**src/rtl/uart_cmd_pkg.sv**
```systemverilog
// Shared opcodes, state encodings and opcode-class helpers for the UART command decoder.
package uart_cmd_pkg;

  localparam logic [7:0] OPC_NOP   = 8'h00;
  localparam logic [7:0] OPC_WRITE = 8'h01;
  localparam logic [7:0] OPC_READ  = 8'h02;
  localparam logic [7:0] OPC_EXEC  = 8'h03;
  localparam logic [7:0] OPC_PING  = 8'h50;

  typedef enum logic [3:0] {
    ST_IDLE,
    ST_OP_WAIT,
    ST_OP_DRAIN,
    ST_DECODE,
    ST_ARG_REQ,
    ST_ARG_WAIT,
    ST_ARG_DRAIN,
    ST_CMD_OUT,
    ST_RSP_WAIT,
    ST_WR_REQ,
    ST_WR_WAIT,
    ST_WR_DRAIN
  } state_e;

  typedef enum logic [1:0] {
    HS_IDLE,
    HS_WAIT,
    HS_DRAIN
  } hs_phase_e;

  typedef struct packed {
    logic [7:0]  opcode;
    logic [23:0] imm;
    logic [31:0] arg;
  } cmd_t;

  function automatic logic op_has_arg(input logic [7:0] op);
    return (op == OPC_WRITE) || (op == OPC_EXEC);
  endfunction

  function automatic logic op_has_rsp(input logic [7:0] op);
    return (op == OPC_READ) || (op == OPC_EXEC);
  endfunction

  // Opcodes that are forwarded to the controller core.
  function automatic logic op_is_core(input logic [7:0] op);
    return (op == OPC_WRITE) || (op == OPC_READ) || (op == OPC_EXEC);
  endfunction

endpackage

```
**src/rtl/uart_cmd_decoder_handshake.sv**
```systemverilog
// Pulse/wait/drain sequencer for a UART port whose completion strobe lasts two cycles.
module uart_word_handshake
  import uart_cmd_pkg::*;
(
  input  logic clk,
  input  logic resetn,
  input  logic start,
  input  logic response,
  output logic req,
  output logic got,
  output logic busy
);

  hs_phase_e phase_q, phase_d;
  logic      req_d;

  always_ff @(posedge clk or negedge resetn) begin
    if (!resetn) begin
      phase_q <= HS_IDLE;
      req     <= 1'b0;
    end else begin
      phase_q <= phase_d;
      req     <= req_d;
    end
  end

  // got marks the first response cycle, the only one on which read data is valid.
  always_comb begin
    phase_d = phase_q;
    req_d   = 1'b0;
    got     = 1'b0;
    case (phase_q)
      HS_IDLE: if (start) begin
        req_d   = 1'b1;
        phase_d = HS_WAIT;
      end
      HS_WAIT: if (response) begin
        got     = 1'b1;
        phase_d = HS_DRAIN;
      end
      HS_DRAIN: if (!response) phase_d = HS_IDLE;
      default: phase_d = HS_IDLE;
    endcase
  end

  assign busy = (phase_q != HS_IDLE);

endmodule

```
**src/rtl/uart_cmd_decoder.sv**
```systemverilog
// Parses UART words into controller commands and writes local or core responses back to the host.
module uart_cmd_decoder
  import uart_cmd_pkg::*;
#(
  parameter int unsigned TIMEOUT_CYCLES = 25000000,
  parameter logic [31:0] PING_ID        = 32'h50494E47,
  parameter logic [31:0] ERR_WORD       = 32'hFFFFFFFF
) (
  input  logic        clk,
  input  logic        resetn,
  input  logic        uart_rx_empty,
  output logic        uart_read,
  input  logic        uart_read_response,
  input  logic [31:0] uart_read_data,
  output logic        uart_write,
  input  logic        uart_write_response,
  output logic [31:0] uart_write_data,
  output logic        cmd_valid,
  input  logic        cmd_ready,
  output logic [7:0]  cmd_opcode,
  output logic [23:0] cmd_imm,
  output logic [31:0] cmd_arg,
  input  logic        rsp_valid,
  output logic        rsp_ready,
  input  logic [31:0] rsp_data,
  output logic [7:0]  err_count
);

  localparam int TW = $clog2(TIMEOUT_CYCLES + 1);
  localparam logic [TW-1:0] TMO_LAST = TW'(TIMEOUT_CYCLES - 1);

  state_e        state_q, state_d;
  cmd_t          cmd_q;
  logic [TW-1:0] tmo_q;
  logic [7:0]    err_q;
  logic [31:0]   wr_word_q, wr_word_d;
  logic          wr_load, err_inc;
  logic          rd_start, rd_got, rd_busy;
  logic          wr_start, wr_got, wr_busy;

  uart_word_handshake u_rd_hs (
    .clk      (clk),
    .resetn   (resetn),
    .start    (rd_start),
    .response (uart_read_response),
    .req      (uart_read),
    .got      (rd_got),
    .busy     (rd_busy)
  );

  uart_word_handshake u_wr_hs (
    .clk      (clk),
    .resetn   (resetn),
    .start    (wr_start),
    .response (uart_write_response),
    .req      (uart_write),
    .got      (wr_got),
    .busy     (wr_busy)
  );

  always_ff @(posedge clk or negedge resetn) begin
    if (!resetn) state_q <= ST_IDLE;
    else         state_q <= state_d;
  end

  always_comb begin
    state_d   = state_q;
    rd_start  = 1'b0;
    wr_start  = 1'b0;
    wr_load   = 1'b0;
    wr_word_d = ERR_WORD;
    err_inc   = 1'b0;
    case (state_q)
      ST_IDLE: if (!uart_rx_empty && !rd_busy) begin
        rd_start = 1'b1;
        state_d  = ST_OP_WAIT;
      end
      ST_OP_WAIT:  if (rd_got)   state_d = ST_OP_DRAIN;
      ST_OP_DRAIN: if (!rd_busy) state_d = ST_DECODE;
      ST_DECODE: begin
        if (cmd_q.opcode == OPC_NOP) begin
          state_d = ST_IDLE;
        end else if (cmd_q.opcode == OPC_PING) begin
          wr_load   = 1'b1;
          wr_word_d = PING_ID;
          state_d   = ST_WR_REQ;
        end else if (!op_is_core(cmd_q.opcode)) begin
          wr_load = 1'b1;
          err_inc = 1'b1;
          state_d = ST_WR_REQ;
        end else if (op_has_arg(cmd_q.opcode)) begin
          state_d = ST_ARG_REQ;
        end else begin
          state_d = ST_CMD_OUT;
        end
      end
      // An available argument word wins over a timeout expiring on the same cycle.
      ST_ARG_REQ: begin
        if (!uart_rx_empty && !rd_busy) begin
          rd_start = 1'b1;
          state_d  = ST_ARG_WAIT;
        end else if (tmo_q == TMO_LAST) begin
          wr_load = 1'b1;
          err_inc = 1'b1;
          state_d = ST_WR_REQ;
        end
      end
      ST_ARG_WAIT:  if (rd_got)   state_d = ST_ARG_DRAIN;
      ST_ARG_DRAIN: if (!rd_busy) state_d = ST_CMD_OUT;
      ST_CMD_OUT: if (cmd_ready) begin
        state_d = op_has_rsp(cmd_q.opcode) ? ST_RSP_WAIT : ST_IDLE;
      end
      ST_RSP_WAIT: if (rsp_valid) begin
        wr_load   = 1'b1;
        wr_word_d = rsp_data;
        state_d   = ST_WR_REQ;
      end
      ST_WR_REQ: if (!wr_busy) begin
        wr_start = 1'b1;
        state_d  = ST_WR_WAIT;
      end
      ST_WR_WAIT:  if (wr_got)   state_d = ST_WR_DRAIN;
      ST_WR_DRAIN: if (!wr_busy) state_d = ST_IDLE;
      default: state_d = ST_IDLE;
    endcase
  end

  // wr_word_q is only reloaded outside the write states, so the UART sees a stable word.
  always_ff @(posedge clk or negedge resetn) begin
    if (!resetn) begin
      cmd_q     <= '0;
      tmo_q     <= '0;
      err_q     <= '0;
      wr_word_q <= '0;
    end else begin
      if (state_q == ST_OP_WAIT && rd_got) begin
        cmd_q.opcode <= uart_read_data[31:24];
        cmd_q.imm    <= uart_read_data[23:0];
      end
      if (state_q == ST_DECODE) begin
        cmd_q.arg <= '0;
        tmo_q     <= '0;
      end
      if (state_q == ST_ARG_REQ) tmo_q <= tmo_q + 1'b1;
      if (state_q == ST_ARG_WAIT && rd_got) cmd_q.arg <= uart_read_data;
      if (wr_load) wr_word_q <= wr_word_d;
      if (err_inc && err_q != 8'hFF) err_q <= err_q + 8'd1;
    end
  end

  assign cmd_valid       = (state_q == ST_CMD_OUT);
  assign rsp_ready       = (state_q == ST_RSP_WAIT);
  assign cmd_opcode      = cmd_q.opcode;
  assign cmd_imm         = cmd_q.imm;
  assign cmd_arg         = cmd_q.arg;
  assign uart_write_data = wr_word_q;
  assign err_count       = err_q;

endmodule

```
**config.mk**
```make
export PLATFORM = sky130hd
export DESIGN_NAME = uart_cmd_decoder
export DESIGN_NICKNAME = d
export VERILOG_FILES = /design/src/rtl/uart_cmd_pkg.sv /design/src/rtl/uart_cmd_decoder_handshake.sv /design/src/rtl/uart_cmd_decoder.sv
export SDC_FILE = /design/constraint.sdc
export NUM_CORES = 1
export LEC_CHECK = 0
export ABC_CLOCK_PERIOD_IN_PS = 3900
export BUFFER_PORTS_ARGS = -buffer_cell sky130_fd_sc_hd__buf_2
export CAP_MARGIN = 5
export CORE_MARGIN = 1
export CORE_UTILIZATION = 40
export DETAILED_ROUTE_END_ITERATION = 10
export MAX_ROUTING_LAYER = met4
export PLACE_DENSITY = 0.63
export SETUP_SLACK_MARGIN = 0.2
export SLEW_MARGIN = 25
export SYNTH_ARGS = -nofsm -noshare
export SYNTH_HDL_FRONTEND = slang
export SYNTH_SLANG_ARGS = --single-unit
```
**constraint.sdc**
```tcl
create_clock -name clk -period 3.9 [get_ports clk]
set_input_delay 0 -clock clk [delete_from_list [all_inputs] [get_ports clk]]
set_output_delay 0 -clock clk [all_outputs]
set_load 0.02 [all_outputs]
```
# [Word level (Yosys, flattened, before mapping)]
# Cells that the tools add are included.
[totals] elab_cells=129 inputBits=71 ff_bits=139 output_inout_bits=108
[op_classes] n_reduce_logical=22 muxes=56 eq_ne=38 n_addsub=2
[op_table] operator="$mux W32" n=5
[op_table] operator="$mux W4" n=16
[op_table] operator="$pmux W32 S2" n=1
[op_table] operator="$mux W25" n=2
[op_table] operator="$pmux W4 S12" n=1
[op_table] operator="$ne A2 B2 Y1 const B" n=13
[op_table] operator="$add A25 B1 Y25 const B" n=1
[op_table] operator="$eq A25 B25 Y1 const B" n=1
[op_table] operator="$mux W1" n=20
[op_table] operator="$eq A4 B3 Y1 const B" n=4
[op_table] operator="$eq A4 B4 Y1 const B" n=4
[op_table] operator="$eq A8 B2 Y1 const B" n=2
[op_table] operator="$mux W2" n=7
[op_table] operator="$pmux W2 S3" n=2
[op_table] operator="$reduce_and A11 Y1" n=1
[op_table] operator="$add A8 B1 Y8 const B" n=1
[op_table] operator="$eq A4 B2 Y1 const B" n=2
[op_table] operator="$eq A8 B1 Y1 const B" n=1
[op_table] operator="$eq A8 B7 Y1 const B" n=1
[op_table] operator="$logic_not A8 Y1" n=1
[op_table] operator="$ne A8 B8 Y1 const B" n=1
[op_table] operator="$reduce_bool A2 Y1" n=4
[op_table] operator="$ne A2 B1 Y1 const B" n=3
[op_table] operator="$reduce_and A3 Y1" n=2
[op_table] operator="other kinds (12)" n=22

# [Longest topological paths before layout]
# Gate-level depths: netlist of run 1.
[depth] word_depth=8 depth_mapped=8 depth_no_buf=6

# [Modules after synthesis]
# A second synthesis of run 1 with hierarchy kept.
[unflattened] cells_unflattened=589 hier_area_um2=6263.5
[modules_own_cells] module="uart_cmd_decoder" cells_per_inst=563 seq_area_each_um2=3328.2 area_per_inst_um2=6000.8 n_inst=1
[modules_own_cells] module="uart_word_handshake" cells_per_inst=13 seq_area_each_um2=75.1 area_per_inst_um2=131.4 n_inst=2

# [Worst setup path after synthesis of run 1]
# No wires, ideal clock.
[synth_path] kind="register to register" startpoint="register state_q[3]" endpoint="register err_q[1] (netlist: err_count[1])" path_stages_with_launch=7 path_buffers=1 arrival_ns=1.831 required_ns=3.772 path_slack_ns=1.942 setup_ns=0.128 path_cell_list="dfrtp_1 > buf_4 > or4b_4 > nor2_4 > nand3_4 > a21boi_2 > mux2_1"
[synth_between] elab_chain_cells=3 word_cells_on_any_way=4 classes_between="eq/ne: 2; mux: 1; reduce/logical: 1"
[synth_rtl] item="from (decl)" line="uart_cmd_decoder.sv:32" text="state_e state_q, state_d;"
[synth_rtl] item="from (signal assigned)" line="uart_cmd_decoder.sv:63" text="else state_q <= state_d;"
[synth_rtl] item="$eq A4 B3 Y1 / $eq A4 B2 Y1 (equally long branches)" line="uart_cmd_decoder.sv:73" text="case (state_q)"
[synth_rtl] item="$pmux W1 S2 *" line="uart_cmd_decoder.sv:73"
[synth_rtl] item="$logic_and A1 B1 Y1 *" line="uart_cmd_decoder.sv:147" text="if (err_inc && err_q != 8'hFF) err_q <= err_q + 8'd1;"
[synth_rtl] item="to (signal assigned)" line="uart_cmd_decoder.sv:147"
[synth_rtl] item="to (decl)" line="uart_cmd_decoder.sv:35" text="logic [7:0] err_q;"
# Mark *: on every way between the ends. The rest lies on a longest branch, timed or not.
# A chain may end at the register's enable or synchronous reset.

# [Final worst setup path of run 1]
[layout_path] startpoint="register state_q[3]" endpoint="register wr_word_q[2] (netlist: uart_write_data[2])"
[layout_between] elab_chain_cells=2 word_cells_on_any_way=5 classes_between="eq/ne: 3; mux: 2"
[layout_rtl] item="$eq A4 B4 Y1 (tied with other cells)" line="uart_cmd_decoder.sv:73"
[layout_rtl] item="$pmux W1 S3 / $pmux W32 S2 (equally long branches)" line="uart_cmd_decoder.sv:73"
[layout_rtl] item="to (signal assigned)" line="uart_cmd_decoder.sv:146" text="if (wr_load) wr_word_q <= wr_word_d;"
[layout_rtl] item="to (decl)" line="uart_cmd_decoder.sv:36" text="logic [31:0] wr_word_q, wr_word_d;"
# Parallel ways exist; a longest one is shown, timed or not.

==> results.ini, run 1 <==
[outcome]
status = finished clean

[power_and_ir_drop]
ir_worst_vdd_mv = 0.4552
powerDensity_nw_per_um2 = 661.7
leakagePower_nw = 3.989
power_mw = 5.686

[clock_tree]
cts_tree = yes
hold_buffers = 65
root_buffer = clkbuf_16
htreeDepth = 4
clock-sinks = 139
cts_buffers = 17
cts_setup_buffers = 0
clockBufferDepth = 2
path_clk_slew_ns = 0.06
clock_latency_ns = 0.42
cts-resized-gates = 0

[floorplan]
fp.dieH_um = 127.3
initial_utilization = 0.4116
fp.dieArea_sq_um = 16200
io_pins = 179
dieWidth_um = 127.3
core_area_sq_um = 15260
core.rowCount = 45

[sta]
period_share = 0.6963
finalHoldViolations = 0
worstMarginPinSlew_ns = 0.8722
fmax_mhz = 368.2
tns_ns = 0
finClkSkew_ns = 0.007599
holdWs_ns = 0.01769
slew_viol_final = 0
setup_violations = 0
min_period_ns = 2.716
rsz0062_at_grt = no
slew_headroom = 0.4157

[critical_path]
critPathRequiredTime_ns = 4.26
cp-start-kind = register
slowest_stage = or4b_1
critPathTopFamily = simple AND/OR/NAND/NOR gates
worstPathMaxFanout = 32
endpoint_kind = register
crit_buf_inv = 1
max_stage_delay_ns = 0.81
worstSetupPathType = reg2reg
worstPathCellList = or4b_1, inv_1, nand2_2, o211ai_4, o22a_1
critPathArrivalTime_ns = 3.07

[route]
wl_per_cell_um = 15.74
via_per_inst = 5.151
ant_nets = 0
num_vias = 5331
wirelength_mm = 16.29
dr.pass1.iters = 5
post-route-drc-count = 0
drt-initial-drc-count = 248

[placed_design]
gp_congestion = 0.8263
hpwl_mm = 10.59
placed_area_sq_um = 7313
io_buffers = 178

[yosys]
yosysWarnings = 0
synth_area_sq_um = 6280
synth_edf_count = 0
ys_ff_latch = 139
avgSynthCellArea_sq_um = 10.92
synthArstFlopShare = 1.000
synth_ff_type = dfrtp_1
postSynthCellCount = 575
synth.yosys.seq_area_share = 0.5539
synthDistinctLibCells = 67
postSynthNetCount = 648

[global_routing]
track_usage = 0.2161
overflow = 0
grt_pass1_vias = 5421
antenna_found_initial = 0
grt_first_pass_wirelength_mm = 26.61
grt_max_degree = 103

[finish]
drive_gt1_frac = 0.3240
diodes = 0
nets = 884
design_area_sq_um = 8592
layout_common_cells = buf_2 (177), dfrtp_1 (139), nand2_1 (90), o21ai_0 (79), dlygate4sd3_1 (65)
syn_to_final_growth_pct = 36.82
final_common_cell = buf_2

[min_path]
hold_path_class = in2reg

[run]
cap_violations = 0

==> cell families after synthesis <==
| group | after synthesis | share of synthesized area |
|---|---|---|
| buffers and inverters | 40 | 0.03407 |
| AOI/OAI and AO/OA | 151 | 0.1580 |
| adders and majority gates | 2 | 0.003984 |
| and+or+nand+nor | 196 | 0.1707 |
| xor gates and xnor gates | 11 | 0.01534 |
| muxes | 36 | 0.06396 |
| DFF | 139 | 0.5539 |
==> cell usage after synthesis, types with 3 or more instances <==
library cell	instances	area, sq um
inv_1	8	30.03
nor3_1	3	15.01
buf_2	9	45.04
dfrtp_1	139	3478
nor2b_1	21	131.4
mux2_1	5	56.30
nor2_1	12	45.04
o211ai_1	5	37.54
a31oi_1	5	31.28
o21a_1	19	142.6
nand2_1	90	337.8
a21oi_1	7	35.03
clkbuf_1	15	56.30
nand3_1	19	95.09
and3_1	5	31.28
o21ai_0	79	395.4
nor4_1	3	18.77
mux2_2	28	315.3
mux2i_1	3	30.03
o31ai_1	4	30.03
xor2_1	10	87.58
o22a_1	13	113.9
nand4_1	11	68.82
buf_6	3	33.78
nor3_2	3	30.03
==> per-layer routing <==
metal | global-route usage | vias up | wire length [um]
li1 | - | 2532 | -
met1 | 0.2644 | 2571 | 7312
met2 | 0.3414 | 198 | 7648
met3 | 0.05821 | 30 | 963
met4 | 0.08403 | 0 | 364
met5 | - | - | 0
==> worst paths after layout <==
kind / startpoint / endpoint / slack (ns) / depth (start not counted)
worst max register to register: state_q[3] / uart_write_data[2] / 1.18 / 5
max in group asynchronous: resetn / cmd_opcode[7] / 2.59 / 3
worst min register to register: uart_write_data[30] / uart_write_data[30] / 0.48 / 1
min in group asynchronous: resetn / uart_write_data[21] / 0.24 / 2
worst max-delay path: state_q[3] / uart_write_data[2] / 1.18 / 5
worst min-delay path: rsp_data[31] / uart_write_data[31] / 0.02 / 4
==> final cells by class <==
| type | instances | area, sq um |
|---|---|---|
| well taps | 211 | 264.0 |
| fillers | 1270 | 6666 |
| multi-input cells | 396 | 2599 |
| flip-flops and latches | 139 | 3478 |
| repair buffers | 249 | 1595 |
| clock inverters | 14 | 196.4 |
| inverters | 8 | 30.03 |
| clock buffers | 18 | 429.2 |
==> sequential cells by signal, indices dropped and copies added, names as in the netlist <==
register and count:
u_wr_hs.phase_q 2, err_count 8, cmd_opcode 8, u_rd_hs.phase_q 2, state_q 4, uart_write_data 32
u_rd_hs.req 1, tmo_q 25, cmd_imm 24, cmd_arg 32, u_wr_hs.req 1
==> worst register-to-register path: stages, from the launching register on <==
cell      delay [ns]
dfrtp_1         0.67
or4b_1          0.81
inv_1           0.23
nand2_2         0.22
o211ai_4        0.44
o22a_1          0.27
==> stage by stage <==
| step | utilization | cells | setup slack, ns |
|---|---|---|---|
| 4_1_cts | 0.5629 | 1035 | 1.191 |
| 6_report | 0.5631 | 1035 | 1.184 |
| 3_3_place_gp | 0.4793 | 938 | 1.395 |
| 5_1_grt | 0.5631 | 1035 | 0.9725 |
| 2_1_floorplan | - | 575 | 1.942 |
| 3_5_place_dp | 0.4793 | 938 | 1.212 |
==> power by group <==
part           switching (mW)  leakage [nW]  internal, mW
logic                    1.14          1.91         0.760
clock network           0.642         0.296          1.07
registers               0.291          1.79          1.78
total                    2.07          3.99          3.61
Power figures use the tool's default switching activity.
==> inputs of run 2 (changes only) <==
ABC_AREA = 1   (was unset)
ABC_CLOCK_PERIOD_IN_PS = 2840   (was 3900)
clock period = 2.84 ns   (was 3.9 ns; I/O delays follow)
==> run 2 against run 1 <==
Compared with the run above: die area grew 4.3%; fmax grew 35%; clock-buffer cell count is the same; clock skew grew 0.0076 ns; utilization shrank 0.32 points; first-iteration DRC count grew 45%; sequential share of layout area shrank 1.5 points; cell count grew 24%; final area grew 3.9%; sequential cell count is the same; critical endpoint is now uart_write_data[24]; largest cell class unchanged; largest power group unchanged; highest routed layer unchanged.
==> results.ini, run 2 <==
[sta]
setup_violations = 0  ; unchanged
slew_viol_final = 0  ; unchanged
slew_headroom = 0.5725  ; was 0.4157
min_period_ns = 2.011  ; was 2.716 ns
finClkSkew_ns = 0.01516  ; was 0.007599 ns
tns_ns = 0  ; unchanged
period_share = 0.7079  ; was 0.6963
finalHoldViolations = 0  ; unchanged
fmax_mhz = 497.4  ; was 368.2 MHz
rsz0062_at_grt = no  ; unchanged
worstMarginPinSlew_ns = 0.6413  ; was 0.8722 ns

[yosys]
ys_ff_latch = 139  ; unchanged
yosysWarnings = 0  ; unchanged
synth_commonest_cells = nor2_1 (165), nand2_1 (152), dfrtp_1 (139)  ; was dfrtp_1 (139), nand2_1 (90), o21ai_0 (79)
synth_ff_type = dfrtp_1  ; unchanged
synth.most_common_cell = nor2_1  ; was dfrtp_1
avgSynthCellArea_sq_um = 8.058  ; was 10.92 sq um
synth.yosys.seq_area_share = 0.5309  ; was 0.5539
synth_area_leaders = dfrtp_1 (53%), nor2_1 (9.5%), nand2_1 (8.7%)  ; was dfrtp_1 (55%), o21ai_0 (6.3%), nand2_1 (5.4%)
synth_top_cell_by_area = dfrtp_1  ; unchanged
synthArstFlopShare = 1.000  ; unchanged
post-synth-top-area-fraction = 0.5309  ; was 0.5539
synth_area_sq_um = 6551  ; was 6280 sq um
synthDistinctLibCells = 35  ; was 67
postSynthNetCount = 886  ; was 648
synth_edf_count = 0  ; unchanged
postSynthCellCount = 813  ; was 575

[critical_path]
worstPathMaxFanout = 32  ; unchanged
critPathArrivalTime_ns = 2.31  ; was 3.07 ns
endpoint_kind = register  ; unchanged
cp-start-kind = register  ; unchanged
critPathRequiredTime_ns = 3.14  ; was 4.26 ns
reg2reg_depth = 7  ; was 5
worstSetupPathType = reg2reg  ; unchanged

[route]
wl_per_cell_um = 13.41  ; was 15.74 um
post-route-drc-count = 0  ; unchanged
drt-initial-drc-count = 360  ; was 248
via_per_inst = 4.776  ; was 5.151
wirelength_mm = 17.19  ; was 16.29 mm
dr.pass1.iters = 5  ; unchanged
ant_nets = 0  ; unchanged
num_vias = 6123  ; was 5331

[global_routing]
antenna_found_initial = 0  ; unchanged
use_met1 = 0.2783  ; was 0.2644
grt_max_degree = 68  ; was 103
grt-busiest-layer = met2  ; unchanged
grt_first_pass_wirelength_mm = 27.85  ; was 26.61 mm
overflow = 0  ; unchanged
grt_use_met2 = 0.3347  ; was 0.3414
track_usage = 0.2178  ; was 0.2161
use_met3 = 0.06232  ; was 0.05821
grt_pass1_vias = 5808  ; was 5421

[floorplan]
core_area_sq_um = 15940  ; was 15260 sq um
initial_utilization = 0.4109  ; was 0.4116
core.rowCount = 46  ; was 45
fp.dieArea_sq_um = 16890  ; was 16200 sq um
fp.dieH_um = 130.0  ; was 127.3 um
dieWidth_um = 130.0  ; was 127.3 um
io_pins = 179  ; unchanged

[placed_design]
gp_congestion = 0.8640  ; was 0.8263
io_buffers = 178  ; unchanged
placed_area_sq_um = 7655  ; was 7313 sq um
place_inst = 1187  ; was 938
hpwl_mm = 11.50  ; was 10.59 mm

[clock_tree]
root_buffer = clkbuf_16  ; unchanged
path_clk_slew_ns = 0.06  ; about the same
clock-sinks = 139  ; unchanged
cts_setup_buffers = 0  ; unchanged
cts_buffers = 17  ; unchanged
clockBufferDepth = 2  ; unchanged
htreeDepth = 4  ; unchanged
clock_latency_ns = 0.42  ; about the same
cts-resized-gates = 0  ; unchanged
cts_tree = yes  ; unchanged

[finish]
design_area_sq_um = 8926  ; was 8592 sq um
final_cells = 1282  ; was 1035
nets = 1129  ; was 884
diodes = 0  ; unchanged
fin_util = 0.5599  ; was 0.5631
final_common_cell = buf_2  ; unchanged
syn_to_final_growth_pct = 36.25  ; was 36.82%
drive_gt1_frac = 0.2411  ; was 0.3240
layout_common_cells = buf_2 (177), nor2_1 (165), nand2_1 (152), dfrtp_1 (139), o21ai_0 (82)  ; was buf_2 (177), dfrtp_1 (139), nand2_1 (90), o21ai_0 (79), dlygate4sd3_1 (65)

[run]
cap_violations = 0  ; unchanged

[power_and_ir_drop]
p_comb_frac = 0.348  ; was 0.334
ir_worst_vdd_mv = 0.5236  ; was 0.4552 mV
p_int_mw = 4.857  ; was 3.614 mW
powerDensity_nw_per_um2 = 882.6  ; was 661.7 nW/um^2
p_sw_frac = 0.3834  ; was 0.3643
power.share.sequential = 0.357  ; was 0.365
clkPwrFrac = 0.295  ; was 0.302
leakagePower_nw = 4.578  ; was 3.989 nW
switching_power_mw = 3.020  ; was 2.071 mW

[outcome]
status = finished clean  ; unchanged

[min_path]
hold_path_class = in2reg  ; unchanged
whs_path_depth = 5  ; was 4

==> run 2: changes by cell type in the layout (fill, tap and decap cells not counted), moves of 8 or more <==
cell,before,now
o21a_1,19,0
nand2_1,90,152
mux2_2,28,0
o22a_1,13,0
o21ai_1,0,8
nor2_2,0,21
inv_1,8,77
nor2b_1,21,0
nand3_1,19,69
nor2_1,12,165
==> run 2: area by class of cell <==
| cell class | instances | area, sq um |
|---|---|---|
| timing repair buffer | 252 | 1630 |
| tap | 216 | 270.3 |
| clock buffer | 18 | 439.2 |
| inverter | 83 | 311.5 |
| sequential | 139 | 3478 |
| clock inverter | 11 | 171.4 |
| multi-input combinational | 563 | 2625 |
| fill | 1464 | 7017 |
==> run 2: critical path, cell delays in order (launching register included) <==
cell and delay (ns):
dfrtp_1 0.42, inv_2 0.07, nand2_2 0.15, nor2_4 0.07
nand2_1 0.42, nand3_4 0.48, nor2_1 0.21, nor2_1 0.06
==> run 2: per-stage QoR <==
stage | total power, mW | setup slack [ns] | hold WS, ns
5_1_grt | 8.362 | 0.6121 | 0.04483
3_3_place_gp | 5.473 | 0.8761 | 0.04420
4_1_cts | 7.929 | 0.8112 | 0.01040
3_5_place_dp | 5.519 | 0.8166 | 0.04679
2_1_floorplan | 4.655 | 1.273 | -0.2956
6_report | 7.878 | 0.8295 | 0.01311
==> run 2: power groups by stage <==
stage / clock, mW / sequential (mW) / combinational, mW
finish: 2.33 / 2.81 / 2.74
global route: 2.44 / 2.87 / 3.05
CTS: 2.36 / 2.81 / 2.76
detailed placement: 0 / 2.83 / 2.69
global placement: 0 / 2.83 / 2.65
floorplan: 0 / 3.33 / 1.32
==> run 2: final timing paths <==
path                               from                   to  slack, ns
setup / recovery             state_q[0]  uart_write_data[24]       0.83
max in group asynchronous        resetn           cmd_imm[1]       1.94
setup reg to reg             state_q[0]  uart_write_data[24]       0.83
hold reg to reg             cmd_imm[14]          cmd_imm[14]       0.48
hold / removal             rsp_data[15]  uart_write_data[15]       0.01
min in group asynchronous        resetn          cmd_imm[16]       0.13
==> run 2: kinds of logic (layout without fill, tap and decap cells) <==
kind of cell / Yosys count / after routing / synth area share
flip-flops: 139 / 139 / 0.5309
XOR/XNOR: 10 / 10 / 0.01337
buffers and inverters: 111 / 364 / 0.06913
adder cells (fa/ha/maj): 2 / 2 / 0.003819
AO/OA/AOI/OAI: 113 / 113 / 0.09282
AND/OR/NAND/NOR: 438 / 438 / 0.2899
==> run 2: timing repair <==
| item | 4_1_cts | 5_1_grt |
|---|---|---|
| endpoints found under the hold margin | 164 | 0 |
| hold buffers | 66 | 0 |
| endpoints found under the setup margin | 0 | 0 |
==> run 2: layer usage <==
metal,vias up,wire (um),part of all wire
li1,3070,-,-
met1,2826,7738,0.45
met2,203,7919,0.46
met3,24,1252,0.073
met4,0,278,0.016
met5,-,0,0
==> inputs of run 3 (changes only) <==
ABC_CLOCK_PERIOD_IN_PS = 1660   (was 2840)
PLACE_DENSITY = 0.65   (was 0.63)
clock period = 1.66 ns   (was 2.84 ns; I/O delays follow)
==> run 3 against run 2 <==
Compared with the run above: global-route usage rose by 2.7 points; setup slack got worse by 0.75 ns; critical path depth rose by 2; total power rose by 100%; sequential share of layout area fell by 6.6 points; clock-buffer cell count rose by 3; wire length rose by 35%; clock power rose by 77%; clock skew fell by 0.0049 ns; sequential power rose by 77%; hold slack improved by 0.047 ns.
==> results.ini, run 3 (same netlist as run 2, synthesis figures left out) <==
[critical_path]
worstSetupPathType = reg2reg  ; unchanged
critPathRequiredTime_ns = 1.97  ; was 3.14 ns
worstPathMaxFanout = 5  ; was 32
critPathArrivalTime_ns = 1.89  ; was 2.31 ns
r2r_setup_slack_ns = 0.08  ; was 0.83 ns
endpoint_kind = register  ; unchanged
cp-start-kind = register  ; unchanged

[route]
dr.pass1.iters = 5  ; unchanged
num_vias = 7051  ; was 6123
post-route-drc-count = 0  ; unchanged
via_per_inst = 5.135  ; was 4.776
wl_per_cell_um = 16.94  ; was 13.41 um
drt-initial-drc-count = 449  ; was 360
wirelength_mm = 23.25  ; was 17.19 mm
ant_nets = 0  ; unchanged

[clock_tree]
path_clk_slew_ns = 0.06  ; about the same
htreeDepth = 4  ; unchanged
cts_tree = yes  ; unchanged
clock_latency_ns = 0.43  ; was 0.42 ns
clock-sinks = 139  ; unchanged
clockBufferDepth = 2  ; unchanged
root_buffer = clkbuf_16  ; unchanged
cts_buffers = 17  ; unchanged

[sta]
tns_ns = 0  ; unchanged
setup_violations = 0  ; unchanged
holdWs_ns = 0.05967  ; was 0.01311 ns
rsz0062_at_grt = yes  ; was no
period_share = 0.9518  ; was 0.7079
finClkSkew_ns = 0.01028  ; was 0.01516 ns
finalHoldViolations = 0  ; unchanged
min_period_ns = 1.580  ; was 2.011 ns
fmax_mhz = 632.9  ; was 497.4 MHz
slew_viol_final = 0  ; unchanged
slew_headroom = 0.7120  ; was 0.5725
worstMarginPinSlew_ns = 0.4320  ; was 0.6413 ns

[run]
cap_violations = 0  ; unchanged

[finish]
final_common_cell = buf_2  ; unchanged
final_cells = 1373  ; was 1282
drive_gt1_frac = 0.4434  ; was 0.2411
layout_common_cells = buf_2 (176), nor2_1 (138), dfrtp_1 (128), nand2_1 (99), dlygate4sd3_1 (67)  ; was buf_2 (177), nor2_1 (165), nand2_1 (152), dfrtp_1 (139), o21ai_0 (82)
fin_util = 0.6767  ; was 0.5599
nets = 1218  ; was 1129
diodes = 0  ; unchanged
syn_to_final_growth_pct = 64.67  ; was 36.25%

[placed_design]
gp_congestion = 0.9066  ; was 0.8640
hpwl_mm = 12.18  ; was 11.50 mm
place_inst = 1216  ; was 1187
io_buffers = 178  ; unchanged

[floorplan]
core_area_sq_um = 15940  ; unchanged
fp.dieArea_sq_um = 16890  ; unchanged
dieWidth_um = 130.0  ; unchanged
fp.dieH_um = 130.0  ; unchanged
io_pins = 179  ; unchanged
core.rowCount = 46  ; unchanged
initial_utilization = 0.4109  ; unchanged

[global_routing]
grt_first_pass_wirelength_mm = 30.88  ; was 27.85 mm
overflow = 0  ; unchanged
track_usage = 0.2452  ; was 0.2178
antenna_found_initial = 0  ; unchanged
grt_max_degree = 65  ; was 68
grt_pass1_vias = 6365  ; was 5808

[power_and_ir_drop]
powerDensity_nw_per_um2 = 1462  ; was 882.6 nW/um^2
ir_worst_vdd_mv = 0.9792  ; was 0.5236 mV
leakagePower_nw = 5.323  ; was 4.578 nW
power_mw = 15.77  ; was 7.878 mW

[outcome]
status = finished clean  ; unchanged

[min_path]
hold_path_class = in2async  ; was in2reg

## run 3: cell types whose count changed in the layout (fill, tap and decap cells not counted), moves of 24 or more
cell | previous run | this run
o21ai_0 | 82 | 17
buf_4 | 7 | 56
nand3_2 | 2 | 28
nand3_1 | 69 | 39
nand2_1 | 152 | 99
nand2_2 | 4 | 35
o21ai_2 | 0 | 24
nor2_1 | 165 | 138
o21ai_1 | 8 | 49
## run 3: per-layer routing
layer / vias up / global-route usage / wire (um)
met5: - / - / 0
met4: 0 / 0.1108 / 873
met1: 3403 / 0.3050 / 9391
met2: 294 / 0.3910 / 11770
met3: 75 / 0.04346 / 1218
li1: 3279 / - / -
## run 3: power breakdown
part	internal (mW)	leakage, nW	switching (mW)	total, mW
clock network	2.63	0.306	1.50	4.13
logic	2.67	3.23	3.99	6.66
registers	4.26	1.78	0.721	4.98
## run 3: path summary, 6_finish.rpt
check | from | end | cells after the start
min in group clk | uart_rx_empty | u_rd_hs.req | 5
worst min register to register | cmd_imm[19] | cmd_imm[19] | 2
worst min-delay path | resetn | err_count[4] | 2
max in group asynchronous | resetn | uart_write_data[18] | 3
worst max register to register | u_rd_hs.phase_q[0] | uart_write_data[0] | 9
worst max-delay path | u_rd_hs.phase_q[0] | uart_write_data[0] | 9
## run 3: critical path, stage by stage (launching register included)
cell	delay (ns)
dfrtp_1	0.40
inv_2	0.07
nand3b_1	0.18
inv_2	0.13
nor2_4	0.05
nand3_4	0.09
nand3_4	0.17
buf_16	0.19
nor2_1	0.12
nor2_1	0.06
## run 3: cell type report
cell class | count | area (sq um)
Tap cell | 216 | 270.3
Clock buffer | 21 | 470.5
Timing Repair Buffer | 337 | 2675
Sequential cell | 139 | 3492
Fill cell | 1175 | 5155
Clock inverter | 10 | 162.7
Multi-Input combinational cell | 567 | 3396
Inverter | 83 | 321.6
## run 3: what timing repair did
action                                  4_1_cts  5_1_grt
gates cloned                                  5       16
pin swaps                                     6       18
setup buffers                                23       15
endpoints found under the hold margin       239        0
endpoints found under the setup margin       57      134
gates resized for setup                      44      245
hold buffers                                 67        0
## run 3: stage by stage
step / area (sq um) / setup slack, ns
after detailed placement: 7998 / -0.006018
after floorplan: 6619 / 0.2013
after CTS: 9703 / 0.1263
after global placement: 7998 / 0.03930
final: 10790 / 0.08000
after global routing: 10790 / -0.01543
